$ cat config.mk
export PLATFORM = sky130hd
export DESIGN_NAME = aes_io_bridge
export DESIGN_NICKNAME = d
export VERILOG_FILES = /design/src/rtl/aes_io_pkg.sv /design/src/rtl/aes_word_reg128.sv /design/src/rtl/aes_io_bridge.sv
export SDC_FILE = /design/constraint.sdc
export NUM_CORES = 1
export LEC_CHECK = 0
export ABC_CLOCK_PERIOD_IN_PS = 2900
export BUFFER_PORTS_ARGS = -buffer_cell sky130_fd_sc_hd__buf_2
export CORE_ASPECT_RATIO = 1.5
export CORE_MARGIN = 3
export CORE_UTILIZATION = 40
export CTS_BUF_LIST = sky130_fd_sc_hd__clkbuf_4 sky130_fd_sc_hd__clkbuf_8
export DETAILED_ROUTE_END_ITERATION = 12
export PLACE_DENSITY = 0.61
export SLEW_MARGIN = 25
export SYNTH_ARGS = -nofsm -noshare
export SYNTH_HDL_FRONTEND = slang
export SYNTH_SLANG_ARGS = --single-unit
$ cat constraint.sdc
create_clock -name Clk -period 2.9 [get_ports Clk]
set_input_delay 0.58 -clock Clk [delete_from_list [all_inputs] [get_ports Clk]]
set_output_delay 0.58 -clock Clk [all_outputs]
set_load 0.1 [all_outputs]
$ cat src/rtl/aes_io_pkg.sv
// rtl/aes_io_pkg.sv - address map, control/status bit indices and FSM states for aes_io_bridge
package aes_io_pkg;

    localparam logic [3:0] ADDR_KEY0   = 4'd0;
    localparam logic [3:0] ADDR_MSG0   = 4'd4;
    localparam logic [3:0] ADDR_RES0   = 4'd8;
    localparam logic [3:0] ADDR_CTRL   = 4'd12;
    localparam logic [3:0] ADDR_STATUS = 4'd13;

    localparam int CTRL_START    = 0;
    localparam int CTRL_CLR_DONE = 1;

    localparam int STAT_BUSY    = 0;
    localparam int STAT_DONE    = 1;
    localparam int STAT_TIMEOUT = 2;

    typedef enum logic [1:0] {
        ST_IDLE    = 2'd0,
        ST_RUN     = 2'd1,
        ST_RELEASE = 2'd2
    } aes_io_state_t;

    // Word 0 of a 128-bit group is the most significant word.
    function automatic logic [31:0] word_sel(input logic [127:0] v, input logic [1:0] idx);
        return v[{~idx, 5'b0} +: 32];
    endfunction

endpackage

$ cat src/rtl/aes_word_reg128.sv
// rtl/aes_word_reg128.sv - 128-bit register loaded one 32-bit word at a time, word 0 = bits 127:96
module aes_word_reg128
    import aes_io_pkg::*;
(
    input  logic         clk,
    input  logic         reset,
    input  logic         wr_en,
    input  logic [1:0]   idx,
    input  logic         lock,
    input  logic [31:0]  wr_data,
    output logic [127:0] q
);

    always_ff @(posedge clk) begin
        if (reset) begin
            q <= '0;
        end else if (wr_en && !lock) begin
            q[{~idx, 5'b0} +: 32] <= wr_data;
        end
    end

endmodule

$ cat src/rtl/aes_io_bridge.sv
// rtl/aes_io_bridge.sv - host register bridge in front of the AES decryption controller
// Optional run watchdog compiled in with AES_IO_TIMEOUT_EN.
module aes_io_bridge
    import aes_io_pkg::*;
#(
    parameter int TIMEOUT_CYCLES = 255
) (
    input  logic         Clk,
    input  logic         Reset,
    input  logic         wr_en,
    input  logic         rd_en,
    input  logic [3:0]   addr,
    input  logic [31:0]  wr_data,
    output logic [31:0]  rd_data,
    output logic [127:0] msg_en,
    output logic [127:0] key,
    output logic         io_ready,
    input  logic [127:0] msg_de,
    input  logic         aes_ready,
    output logic         busy,
    output logic         done
);

    aes_io_state_t state;
    logic [127:0]  result;
    logic          timeout;
    logic [31:0]   status;

    logic ctrl_wr;
    logic key_we;
    logic msg_we;

    assign ctrl_wr = wr_en && (addr == ADDR_CTRL);
    assign key_we  = wr_en && (addr[3:2] == ADDR_KEY0[3:2]);
    assign msg_we  = wr_en && (addr[3:2] == ADDR_MSG0[3:2]);

    // Locking on busy keeps the controller inputs frozen for the whole run.
    aes_word_reg128 u_key (
        .clk     (Clk),
        .reset   (Reset),
        .wr_en   (key_we),
        .idx     (addr[1:0]),
        .lock    (busy),
        .wr_data (wr_data),
        .q       (key)
    );

    aes_word_reg128 u_msg (
        .clk     (Clk),
        .reset   (Reset),
        .wr_en   (msg_we),
        .idx     (addr[1:0]),
        .lock    (busy),
        .wr_data (wr_data),
        .q       (msg_en)
    );

`ifdef AES_IO_TIMEOUT_EN
    localparam int CNT_W = ($clog2(TIMEOUT_CYCLES + 1) > 8) ? $clog2(TIMEOUT_CYCLES + 1) : 8;
    localparam logic [CNT_W-1:0] CNT_LAST = CNT_W'(TIMEOUT_CYCLES - 1);
    logic [CNT_W-1:0] cnt;
`else
    logic unused_timeout_cfg;
    assign unused_timeout_cfg = ^TIMEOUT_CYCLES;
`endif

    always_ff @(posedge Clk) begin
        if (Reset) begin
            state    <= ST_IDLE;
            io_ready <= 1'b0;
            busy     <= 1'b0;
            done     <= 1'b0;
            timeout  <= 1'b0;
            result   <= '0;
`ifdef AES_IO_TIMEOUT_EN
            cnt      <= '0;
`endif
        end else begin
            if (ctrl_wr && wr_data[CTRL_CLR_DONE]) begin
                done <= 1'b0;
            end
            unique case (state)
                ST_IDLE: begin
                    if (ctrl_wr && wr_data[CTRL_START]) begin
                        state    <= ST_RUN;
                        io_ready <= 1'b1;
                        busy     <= 1'b1;
                        done     <= 1'b0;
                        timeout  <= 1'b0;
`ifdef AES_IO_TIMEOUT_EN
                        cnt      <= '0;
`endif
                    end
                end
                ST_RUN: begin
                    if (aes_ready) begin
                        result   <= msg_de;
                        io_ready <= 1'b0;
                        state    <= ST_RELEASE;
                    end
`ifdef AES_IO_TIMEOUT_EN
                    else if (cnt == CNT_LAST) begin
                        timeout  <= 1'b1;
                        io_ready <= 1'b0;
                        state    <= ST_RELEASE;
                    end else begin
                        cnt <= cnt + 1'b1;
                    end
`endif
                end
                ST_RELEASE: begin
                    // Completion is only reported once the controller is back in WAIT.
                    if (!aes_ready) begin
                        done  <= 1'b1;
                        busy  <= 1'b0;
                        state <= ST_IDLE;
                    end
                end
                default: state <= ST_IDLE;
            endcase
        end
    end

    always_comb begin
        status               = '0;
        status[STAT_BUSY]    = busy;
        status[STAT_DONE]    = done;
        status[STAT_TIMEOUT] = timeout;
    end

    always_ff @(posedge Clk) begin
        if (Reset) begin
            rd_data <= '0;
        end else if (rd_en) begin
            if (addr[3:2] == ADDR_KEY0[3:2]) begin
                rd_data <= word_sel(key, addr[1:0]);
            end else if (addr[3:2] == ADDR_MSG0[3:2]) begin
                rd_data <= word_sel(msg_en, addr[1:0]);
            end else if (addr[3:2] == ADDR_RES0[3:2]) begin
                rd_data <= word_sel(result, addr[1:0]);
            end else if (addr == ADDR_STATUS) begin
                rd_data <= status;
            end else begin
                rd_data <= '0;
            end
        end
    end

endmodule

==> results of run 1 <==
worst max path at each step:
stage | startpoint | endpoint
6_report | u_msg.q[92] | msg_en[92]
5_1_grt | u_key.q[60] | key[60]
4_1_cts | u_msg.q[92] | msg_en[92]
3_5_place_dp | addr[1] | u_msg.q[27]
3_3_place_gp | addr[1] | u_msg.q[25]
2_1_floorplan | addr[1] | u_key.q[100]
sequential cells by signal, summed over array words and instances (netlist names):
signal    flops
busy          1
done          1
io_ready      1
rd_data      32
result      128
state         2
u_key.q     128
u_msg.q     128
through the flow:
stage	instance area [sq um]	power (W)	setup slack (ns)	util, %
floorplan	18400	0.00674	0.619	-
global placement	21000	0.00710	0.256	46.6
detailed placement	21000	0.00711	0.211	46.6
CTS	22500	0.0127	0.692	49.9
global route	22500	0.0130	0.678	50.0
finish	22500	0.0126	0.689	50.0
report_power, final:
group,switching (W),internal (W)
registers,0.0000304,0.00583
logic,0.000828,0.000307
clock network,0.00243,0.00317
total,0.00329,0.00931
cell type report:
type	count	share of cell area [%]
Sequential cell	421	37.4
Clock inverter	11	0.517
Inverter	5	0.0833
Tap cell	582	3.23
Clock buffer	111	6.09
Multi-Input combinational cell	1530	39.5
Timing Repair Buffer	513	13.1
Antenna cell	1	0.0111
Yosys cell counts (2+ instances only):
library cell     n
nand2_1        663
buf_8            2
a41o_1           2
clkbuf_2         2
dfxtp_1        421
nor4_1          23
a21oi_1        347
nand2b_1        33
buf_4           18
mux4_2          63
nor2_1         191
clkbuf_1        86
o21ai_0          3
buf_2           38
o22ai_1          5
and2_1          30
buf_1           11
a22oi_1         64
o311a_1          2
a211oi_1        24
o21ai_1          7
buf_6           17
buf_12           4
nand3_1          5
ha_1             5
o31ai_1          6
a2111oi_2        2
nor3b_1          3
and2b_4          2
mux2i_1          6
and4b_1          2
inv_1            4
mux4_1          29
dlygate4sd1_1    3
cells by family after synthesis:
| kind of cell | Yosys count |
|---|---|
| adder cells (fa/ha/maj) | 5 |
| buffers and inverters | 189 |
| multiplexers | 98 |
| AND/OR/NAND/NOR | 962 |
| flip-flops | 421 |
| AO/OA/AOI/OAI | 464 |
| XOR/XNOR | 1 |
routing by layer:
layer,wire length [um],GRT usage (%)
met1,28700,36.0
met4,3210,13.0
met3,6180,6.10
met2,33600,45.8
met5,0,0
==> results.sh, run 1 <==
export IMPL_status="complete, no violations"
export IMPL_crit_buf_inv=1
export IMPL_synth_net_count=2314
export IMPL_rsz0062_at_grt="no"
export IMPL_start_util_pct=40.8
export IMPL_cts_root_buf="clkbuf_8"
export IMPL_cts_max_path_buffers=3
export IMPL_ant_nets=0
export IMPL_drtIter0Drc=1572
export IMPL_crit_family="flip-flops"
export IMPL_grt_usage_pct=28.1
export IMPL_cp_slowest_stage_delay_ns=0.51
export IMPL_fin_tns_setup_ns=0
export IMPL_slew_headroom_pct=36.7
export IMPL_synthFlopType="dfxtp_1"
export IMPL_synth_edff_count=0
export IMPL_synth_top_area_cell="dfxtp_1"
export IMPL_regToRegEndpoint="u_msg.q[20]"
export IMPL_finalNonFillerCells=3174
export IMPL_post_cts_buffers=0
export IMPL_crit_path_end_kind="output port"
export IMPL_synthArstFlopShare_pct=0
export IMPL_path_clk_slew_ns=0.06
export IMPL_vias=17476
export IMPL_crit_required_ns=2.32
export IMPL_yosys_area_share_xor_xnor_pct=0.0477
export IMPL_die_w_um=181
export IMPL_synth_top_area_share_pct=45.9
export IMPL_dp_cells=3050
export IMPL_r2r_slack_ns=0.77
export IMPL_fp_dieArea_sq_um=48600
export IMPL_post_synth_and_or_nand_nor_area_fraction_pct=21.4
export IMPL_final_common_cell="nand2_1"
export IMPL_multiInputGateArea_sq_um=8900
export IMPL_whs_endpoint="result[122]"
export IMPL_fp_dieH_um=268
export IMPL_postSynthCellCount=2140
export IMPL_max_freq_mhz=452
export IMPL_syn2layout_area_growth_pct=22.6
export IMPL_antenna_found_initial=1
export IMPL_numCtsBuffers=70
export IMPL_grt_max_degree=239
export IMPL_ys_ff_latch=421
export IMPL_synth_compound_area_share_pct=14.2
export IMPL_drt_wl_total_um=71700
export IMPL_worst_pin_slew_ns=0.950
export IMPL_critical_path_cell_count=1
export IMPL_viasPerCell=5.51
export IMPL_core_rowCount=95
export IMPL_synth_adder_area_share_pct=0.341
export IMPL_gp_congestion=0.926
export IMPL_ioPinCount=460
export IMPL_crit_slowest_cell="dfxtp_1"
export IMPL_cp_max_fo=3
export IMPL_powerDensity_nw_per_um2=559
export IMPL_port_buffers=459
export IMPL_cap_violations=0
export IMPL_dp_final_hpwl_um=50500
export IMPL_min_period_ns=2.21
export IMPL_final_layout_size_suffix_gt1_share_pct=28.2
export IMPL_n_fill_cell=4409
export IMPL_cts_sinks=421
export IMPL_setup_violations=0
export IMPL_synthesis_area_sq_um=18400
export IMPL_crit_chain="buf_2"
export IMPL_reg2regPathDepth=4
export IMPL_cp_arrival_ns=1.63
export IMPL_ir_drop_uv=330
export IMPL_seq_area_sq_um=8430
export IMPL_drtPass1Iterations=6
export IMPL_grt_pass1_wl_um=105000
export IMPL_hold_path_depth=3
export IMPL_leakage_nw=9.17
export IMPL_path_class="reg -> out"
export IMPL_holdWs_ns=0.202
export IMPL_min_from="msg_de[122]"
export IMPL_start_kind="register"
export IMPL_nets=2715
export IMPL_yosysUniqueCellTypes=51
export IMPL_grt_overflow_total=0
export IMPL_maxSlewViolCount=0
export IMPL_synth_mux_area_fraction_pct=12.2
export IMPL_htreeDepth=3
export IMPL_synthTopCellsByArea="dfxtp_1, nand2_1, a21oi_1, mux4_2, mux4_1"
export IMPL_core_sq_um=45000
export IMPL_hold_viol_final=0
export IMPL_grt_pass1_vias=16802
export IMPL_yosysSeqAreaShare_pct=45.9
export IMPL_hold_buffers=0
export IMPL_cts_tree="done"
export IMPL_wl_per_cell_um=22.6
export IMPL_hold_class="in -> reg"
export IMPL_r2r_start="busy"
export IMPL_post_cts_resized=0
export IMPL_fin_crit_sh_pct=76.2
export IMPL_drcViolationCount=0
export IMPL_final_cell_mix="nand2_1, buf_2, dfxtp_1"
export IMPL_yosysWarnings=0
export IMPL_finClkSkew_ns=0.0295
export IMPL_synth_avg_cell_area_sq_um=8.58
export IMPL_synth_top_family_by_area="simple AND/OR/NAND/NOR gates"
export IMPL_clock_latency_ns=0.63
(Power assumes the default switching activity.)
==> run 2, diff against run 1 <==
ABC_AREA = 1   (was not set)
ABC_CLOCK_PERIOD_IN_PS = 2150   (was 2900)
PLACE_DENSITY = 0.6   (was 0.61)
clock period = 2.15 ns   (was 2.9 ns; I/O delays follow)
==> run 2 against run 1 <==
Die area rose by 4.9%. Sequential share of layout area fell by 2.4 points. Area after synthesis rose by 5.1%.
==> results.sh, run 2 <==
export IMPL_status="complete, no violations"
export IMPL_final_layout_size_suffix_gt1_share_pct=22.4
export IMPL_dp_final_hpwl_um=69900
export IMPL_ys_ff_latch=421
export IMPL_finClkSkew_ns=0.0154
export IMPL_synthesis_area_sq_um=19300
export IMPL_cp_max_fo=3
export IMPL_synth_top_area_cell="dfxtp_1"
export IMPL_cts_sinks=421
export IMPL_setup_violations=0
export IMPL_cts_max_path_buffers=3
export IMPL_ant_nets=0
export IMPL_antenna_found_initial=3
export IMPL_fin_crit_sh_pct=97.0
export IMPL_crit_slowest_cell="dfxtp_1"
export IMPL_cts_tree="done"
export IMPL_worst_slack_ns=0.0646
export IMPL_synth_top_area_share_pct=43.7
export IMPL_slew_headroom_pct=27.9
export IMPL_p_int_w=0.0128
export IMPL_rsz0062_at_grt="no"
export IMPL_post_synth_and_or_nand_nor_area_fraction_pct=21.1
export IMPL_synth_mux_area_fraction_pct=0
export IMPL_synth_adder_area_share_pct=0.324
export IMPL_p_total_w=0.0185
export IMPL_synth_compound_area_share_pct=23.9
export IMPL_drcViolationCount=0
export IMPL_leakage_nw=10.5
export IMPL_cap_violations=0
export IMPL_synth_top_family_by_area="compound AO/OA/AOI/OAI gates"
export IMPL_yosysSeqAreaShare_pct=43.7
export IMPL_clkPwrFrac_pct=41.5
export IMPL_dpl_instance_area_sq_um=22600
export IMPL_start_util_pct=40.5
export IMPL_hold_buffers=0
export IMPL_ioPinCount=460
export IMPL_cts_root_buf="clkbuf_8"
export IMPL_grt_overflow_total=0
export IMPL_crit_required_ns=1.72
export IMPL_min_period_ns=2.09
export IMPL_yosys_top_cells_count="nand2_1, a21oi_1, dfxtp_1"
export IMPL_fin_tns_setup_ns=0
export IMPL_core_sq_um=47700
export IMPL_synthTopCellsByArea="dfxtp_1, a21oi_1, nand2_1, o21ai_0, nor2_1"
export IMPL_vias=21506
export IMPL_crit_chain="buf_2"
export IMPL_grt_max_degree=200
export IMPL_finalNonFillerCells=3915
export IMPL_top_regs="result: 128 flops, u_key.q: 128 flops, u_msg.q: 128 flops"
export IMPL_yosys_area_share_xor_xnor_pct=0
export IMPL_net_switching_power_w=0.00571
export IMPL_grt_pass1_vias=20535
export IMPL_powerDensity_nw_per_um2=769
export IMPL_path_class="reg -> out"
export IMPL_power_frac_seq_pct=43.3
export IMPL_post_cts_resized=0
export IMPL_numCtsBuffers=69
export IMPL_cp_arrival_ns=1.66
export IMPL_fin_area_sq_um=24100
export IMPL_synth_avg_cell_area_sq_um=6.82
export IMPL_port_buffers=459
export IMPL_syn2layout_area_growth_pct=24.7
export IMPL_clock_latency_ns=0.63
export IMPL_htreeDepth=3
export IMPL_fp_dieH_um=275
export IMPL_hold_class="in -> reg"
export IMPL_maxSlewViolCount=0
export IMPL_viasPerCell=5.49
export IMPL_synth_edff_count=0
export IMPL_r2r_slack_ns=0.32
export IMPL_post_cts_buffers=0
export IMPL_final_common_cell="nand2_1"
export IMPL_synth_most_common_cell="nand2_1"
export IMPL_yosysUniqueCellTypes=27
export IMPL_switching_share_pct=30.9
export IMPL_place_ws_ns=-0.306
export IMPL_power_frac_comb_pct=15.2
export IMPL_final_cell_mix="nand2_1, buf_2, a21oi_1"
export IMPL_synth_net_count=3002
export IMPL_start_kind="register"
export IMPL_crit_buf_inv=1
export IMPL_core_rowCount=98
export IMPL_gp_congestion=0.990
export IMPL_drtPass1Iterations=6
export IMPL_dp_cells=3791
export IMPL_postSynthCellCount=2828
export IMPL_worst_pin_slew_ns=1.08
export IMPL_grt_usage_pct=35.6
export IMPL_grt_pass1_wl_um=133000
export IMPL_crit_family="flip-flops"
export IMPL_synthArstFlopShare_pct=0
export IMPL_crit_path_end_kind="output port"
export IMPL_drtIter0Drc=2284
export IMPL_ir_drop_uv=486
export IMPL_die_w_um=185
export IMPL_cp_slowest_stage_delay_ns=0.53
export IMPL_yosysWarnings=0
export IMPL_drt_wl_total_um=94700
export IMPL_nets=3436
export IMPL_fp_dieArea_sq_um=51000
export IMPL_hold_viol_final=0
export IMPL_synthFlopType="dfxtp_1"
export IMPL_max_freq_mhz=480
export IMPL_path_clk_slew_ns=0.07
export IMPL_wl_per_cell_um=24.2
run 2: cell count changes in the layout (fill, tap and decap cells not counted), sizes merged, moves of 33 or more:
cell and change:
a21oi +104, a22oi -64, buf +76, inv +247, mux4 -92, nand2 -135, nand2b -33, nand3 +126
nor2 +163, o21ai +417
run 2: logic make-up after synthesis:
family,Yosys count
and+or+nand+nor,1016
buffers and inverters,479
AOI/OAI and AO/OA,907
DFF,421
adders and majority gates,5
run 2: cell type report:
cell class,instances,area (sq um)
fill,4992,23600
clock inverter,14,111
clock buffer,108,1390
tap,600,751
timing repair buffer,589,3650
sequential,421,8430
antenna,2,5.00
multi-input combinational,1928,8770
inverter,253,963
run 2: worst reg2reg max path: stages (launching register included):
cell	delay, ns
dfxtp_1	0.32
inv_1	0.07
nor2_1	0.04
a211oi_1	0.67
o21ai_1	0.39
nor2_1	0.18
nor2_1	0.05
run 2: worst paths after layout:
| path | start | to | depth (start not counted) |
|---|---|---|---|
| setup / recovery | u_msg.q[4] | msg_en[4] | 1 |
| hold / removal | msg_de[98] | result[98] | 3 |
| setup reg to reg | u_msg.q[114] | rd_data[18] | 6 |
| hold reg to reg | result[124] | result[124] | 2 |
run 2: stage by stage:
stage	utilization (%)	hold slack, ns
final	50.5	0.0766
after global routing	50.5	0.0541
after CTS	50.4	0.0354
after detailed placement	47.3	0.437
after global placement	47.3	0.435
after floorplan	-	0.425
run 2: per-layer routing:
layer	wire (um)	GRT usage, %
met4	9320	29.5
met1	32800	38.3
met2	45500	60.4
met5	14	0
met3	7150	6.22
run 2: power groups by stage:
stage          logic [W]  registers [W]  clock network (W)
2_1_floorplan    0.00101        0.00890                  0
3_3_place_gp     0.00277        0.00818                  0
3_5_place_dp     0.00277        0.00818                  0
4_1_cts          0.00278        0.00801            0.00777
5_1_grt          0.00294        0.00801            0.00804
6_report         0.00281        0.00801            0.00767
